**src/rtl/seg_scan_mux.sv**
```systemverilog
// Time-multiplexed 4-digit BCD display scanner with blanking gaps and frame-synchronous updates.
// Optional leading-zero suppression is enabled by defining SEG_SCAN_LZ_SUPPRESS_EN.
module seg_scan_mux #(
  parameter int unsigned CLK_DIV   = 50000,
  parameter int unsigned BLANK_CYC = 2
) (
  input  logic        clk,
  input  logic        rst,
  input  logic        en,
  input  logic        load,
  input  logic [15:0] data_in,
  input  logic [3:0]  dp_in,
  output logic [3:0]  bcd_out,
  output logic        dp_out,
  output logic [3:0]  anode,
  output logic        pending,
  output logic        frame_done
);

  localparam int unsigned CNT_W = 21;
  localparam logic [CNT_W-1:0] SHOW_LAST  = CNT_W'(CLK_DIV - 1);
  localparam logic [CNT_W-1:0] BLANK_LAST = CNT_W'(BLANK_CYC - 1);

  typedef enum logic {BLANK, SHOW} state_t;

  state_t           state;
  logic [1:0]       idx;
  logic [CNT_W-1:0] cnt;
  logic [15:0]      shadow;
  logic [15:0]      active;
  logic [3:0]       shadow_dp;
  logic [3:0]       active_dp;
  logic [3:0]       nibble;
  logic             lit;

  // Nibble of the digit currently selected by idx
  always_comb begin
    nibble = active[3:0];
    case (idx)
      2'd1:    nibble = active[7:4];
      2'd2:    nibble = active[11:8];
      2'd3:    nibble = active[15:12];
      default: nibble = active[3:0];
    endcase
  end

`ifdef SEG_SCAN_LZ_SUPPRESS_EN
  // A digit is dark when it and every more-significant digit are zero; digit 0 always lit
  always_comb begin
    lit = 1'b1;
    case (idx)
      2'd3:    lit = |active[15:12];
      2'd2:    lit = |active[15:8];
      2'd1:    lit = |active[15:4];
      default: lit = 1'b1;
    endcase
  end
`else
  assign lit = 1'b1;
`endif

  always_ff @(posedge clk or posedge rst) begin
    if (rst) begin
      state      <= BLANK;
      idx        <= 2'd0;
      cnt        <= '0;
      shadow     <= '0;
      shadow_dp  <= '0;
      active     <= '0;
      active_dp  <= '0;
      pending    <= 1'b0;
      frame_done <= 1'b0;
      anode      <= 4'b1111;
      bcd_out    <= 4'd0;
      dp_out     <= 1'b0;
    end else begin
      frame_done <= 1'b0;

      if (en) begin
        case (state)
          BLANK: begin
            if (cnt == BLANK_LAST) begin
              state <= SHOW;
              cnt   <= '0;
              // Frame boundary: adopt the shadow value (pre-edge contents)
              if (idx == 2'd0 && pending) begin
                active    <= shadow;
                active_dp <= shadow_dp;
                pending   <= 1'b0;
              end
            end else begin
              cnt <= cnt + CNT_W'(1);
            end
          end
          SHOW: begin
            if (cnt == SHOW_LAST) begin
              state      <= BLANK;
              cnt        <= '0;
              idx        <= idx + 2'd1;
              frame_done <= (idx == 2'd3);
            end else begin
              cnt <= cnt + CNT_W'(1);
            end
          end
          default: state <= BLANK;
        endcase
      end

      // A coincident load wins over the transfer's pending clear
      if (load) begin
        shadow    <= data_in;
        shadow_dp <= dp_in;
        pending   <= 1'b1;
      end

      if (en && state == SHOW && lit)
        anode <= ~(4'b0001 << idx);
      else
        anode <= 4'b1111;

      if (state == SHOW) begin
        bcd_out <= nibble;
        dp_out  <= active_dp[idx];
      end
    end
  end

endmodule

```
**config.mk**
```make
export PLATFORM = sky130hd
export DESIGN_NAME = seg_scan_mux
export DESIGN_NICKNAME = d
export VERILOG_FILES = /design/src/rtl/seg_scan_mux.sv
export SDC_FILE = /design/constraint.sdc
export NUM_CORES = 1
export LEC_CHECK = 0
export ABC_AREA = 1
export CAP_MARGIN = 30
export CORE_ASPECT_RATIO = 1.2
export CORE_MARGIN = 2
export CORE_UTILIZATION = 50
export CTS_CLUSTER_DIAMETER = 80
export DETAILED_ROUTE_END_ITERATION = 8
export PLACE_DENSITY = 0.81
export REMOVE_ABC_BUFFERS = 1
export SYNTH_ARGS = -nofsm -noshare
export SYNTH_HDL_FRONTEND = slang
export SYNTH_SLANG_ARGS = --single-unit
```
**constraint.sdc**
```tcl
create_clock -name clk -period 3.4 [get_ports clk]
set_input_delay 0.85 -clock clk [delete_from_list [all_inputs] [get_ports clk]]
set_output_delay 0.85 -clock clk [all_outputs]
set_load 0.01 [all_outputs]
```
==> impl_metrics.py <==
metrics = {
    "status": {
        "status": "completed",
    },
    "flow_run": {
        "maxCapViolCount": 0,
    },
    "worst_setup_path": {
        "critical_path_class": "primary input to flip-flop",
        "cp-end-kind": "flip-flop",
        "worstPathArrival_ns": 2.64,
        "cp_max_fo": 20,
        "r2r_slack_ns": 1.12,
        "cp-start-kind": "primary input",
        "reg2reg_depth": 9,
        "r2r_start": "cnt[0]",
        "crit_required_ns": 3.63,
        "r2r_end": "active[2]",
    },
    "sta": {
        "period_share_pct": 70.8,
        "setup_violations": 0,
        "slew_headroom_pct": 50.8,
        "min_period_ns": 2.41,
        "rsz0062_at_grt": "no",
        "totalNegativeSetupSlack_ns": 0,
        "worst_slack_ns": 0.992,
        "max_freq_ghz": 0.415,
        "hold_violations": 0,
        "slew_violations": 0,
        "whs_ns": 0.479,
        "max_slew.worst_pin.slew_ns": 0.737,
        "skew_ns": 0.0150,
    },
    "clock_network": {
        "clkSinkCount": 75,
        "post_cts_buffers": 0,
        "clk_path_buf_depth": 2,
        "clk_pin_slew_worst_paths_ns": 0.09,
        "cts_tree": "yes",
        "htree_levels": 3,
        "clk_latency_ns": 0.36,
        "hold_buffers": 0,
        "cts_buffers": 9,
        "clockRootBuffer": "clkbuf_8",
        "cts_resized": 0,
    },
    "place": {
        "hpwl_microns": 5900,
        "dp_slack_ns": 0.631,
        "port_buffers": 34,
        "gp_congestion": 0.994,
    },
    "synth": {
        "synth_edf_count": 0,
        "synthFlopType": "dfrtp_1",
        "syn-cell-area_sq_um": 3650,
        "synthCells": 456,
        "synth_cell_types": 25,
        "yosysSeqAreaShare_pct": 51.6,
        "synth_commonest_cells": "nand2_1, dfrtp_1, nor2_1",
        "synth_top_area_share_pct": 48.7,
        "syn_avg_cell_area_sq_um": 8.00,
        "synth-seq-cells": 75,
        "synth_warnings": 0,
        "synth_top_cell_by_area": "dfrtp_1",
        "synth_most_common_cell": "nand2_1",
        "synth_area_leaders": "dfrtp_1, nand2_1, nor2_1",
        "synth-async-reset-ratio_pct": 100,
    },
    "pwr": {
        "ir_drop_mv": 0.267,
        "power_density_nw_per_um2": 461,
        "power_w": 0.00197,
        "p_leak_nw": 2.16,
    },
    "global_route": {
        "track_usage_pct": 22.2,
        "grt_max_degree": 33,
        "antenna_found_initial": 0,
        "grt_pass1_wl_microns": 13500,
        "grt_pass1_vias": 2983,
        "overflow": 0,
    },
    "detailed_routing": {
        "drt-vias-per-instance": 5.29,
        "drt_wl_total_microns": 8130,
        "vias": 3109,
        "wire_per_inst_microns": 13.8,
        "drcViolationCount": 0,
        "drtIter0Drc": 257,
        "dr.pass1.iters": 5,
        "antenna_left": 0,
    },
    "worst_hold_path": {
        "holdCritStartpoint": "active[6]",
        "hold-path-endpoint": "active[6]",
        "worstHoldPathType": "flip-flop to flip-flop",
        "min_path_cells": 2,
    },
    "floorplan": {
        "num_rows": 34,
        "io_pins": 35,
        "die_h_microns": 97.6,
        "die_area_sq_um": 8000,
        "core_sq_um": 7150,
        "start_util_pct": 51.0,
        "die_x_microns": 82.0,
    },
    "layout": {
        "area_growth_pct": 17.1,
        "fillers": 649,
        "nets": 525,
        "drive_gt1_share_pct": 9.04,
        "diodes": 0,
        "seq_area_sq_um": 1880,
        "multiInputGateArea_sq_um": 1580,
    },
}
## flip-flops by register name, summed over array words and instances, names as in the netlist
register and cells:
pending 1, shadow 16, frame_done 1, cnt 21
active 16, state 1, anode 4, dp_out 1
active_dp 4, shadow_dp 4, bcd_out 4, idx 2
## metrics by stage
stage | utilization (%) | instance area (sq um) | std cells
floorplan | - | 3580 | 441
global placement | 57.3 | 4100 | 573
detailed placement | 57.3 | 4100 | 573
CTS | 59.8 | 4270 | 588
global route | 59.8 | 4270 | 588
finish | 59.8 | 4270 | 588
## report_power, final
part	internal [W]	total (W)	switching, W
clock network	0.000267	0.000627	0.000360
registers	0.000962	0.00105	0.0000893
logic	0.000117	0.000289	0.000172
## logic make-up after synthesis
kind of cell	count (synthesis)	share of synthesized area [%]
fa+ha+maj	7	2.40
simple gates	285	33.5
flops	75	51.6
buf+inv	48	5.11
compound gates	25	3.57
xor+xnor	16	3.84
## metal layers
layer	track usage (%)	routed length, microns	vias to the layer above
met5	0	0	-
met4	11.2	296	0
met3	5.02	288	25
met2	35.8	4010	102
met1	27.4	3530	1472
li1	-	-	1510
## placed cells by master, fill, tap and decap left out, drive strengths merged
master / n
nand2: 186
nor3: 4
clkinvlp: 3
nor2: 48
clkinv: 1
dfstp: 4
clkdlybuf4s50: 34
buf: 8
nand3b: 1
a21oi: 18
dfrtp: 71
inv: 35
a31oi: 1
clkbuf: 9
xor2: 11
ha: 7
nand3: 24
xnor2: 5
o21ai: 6
nand4: 22
## cell type report
type                            count  share of cell area, %
Sequential cell                    75                   44.1
Multi-Input combinational cell    333                   37.0
Timing Repair Buffer               42                   9.38
Clock buffer                        9                   2.90
Inverter                           33                   2.90
Tap cell                           90                   2.64
Clock inverter                      6                   1.14
## worst max-delay path by stage
stage	end	startpoint	depth (start not counted)
2_1_floorplan	active[0]	rst	1
3_3_place_gp	active[8]	en	6
3_5_place_dp	active_dp[0]	en	6
4_1_cts	active[5]	en	6
5_1_grt	active[2]	en	6
6_report	active[2]	en	6
## critical path, cell delays in order
cell and delay (ns):
clkdlybuf4s50_1 0.64, inv_2 0.13, nor2_1 0.15, nand3_1 0.55
nand2_1 0.24, nand2_1 0.07
Power figures use the tool's default switching activity.
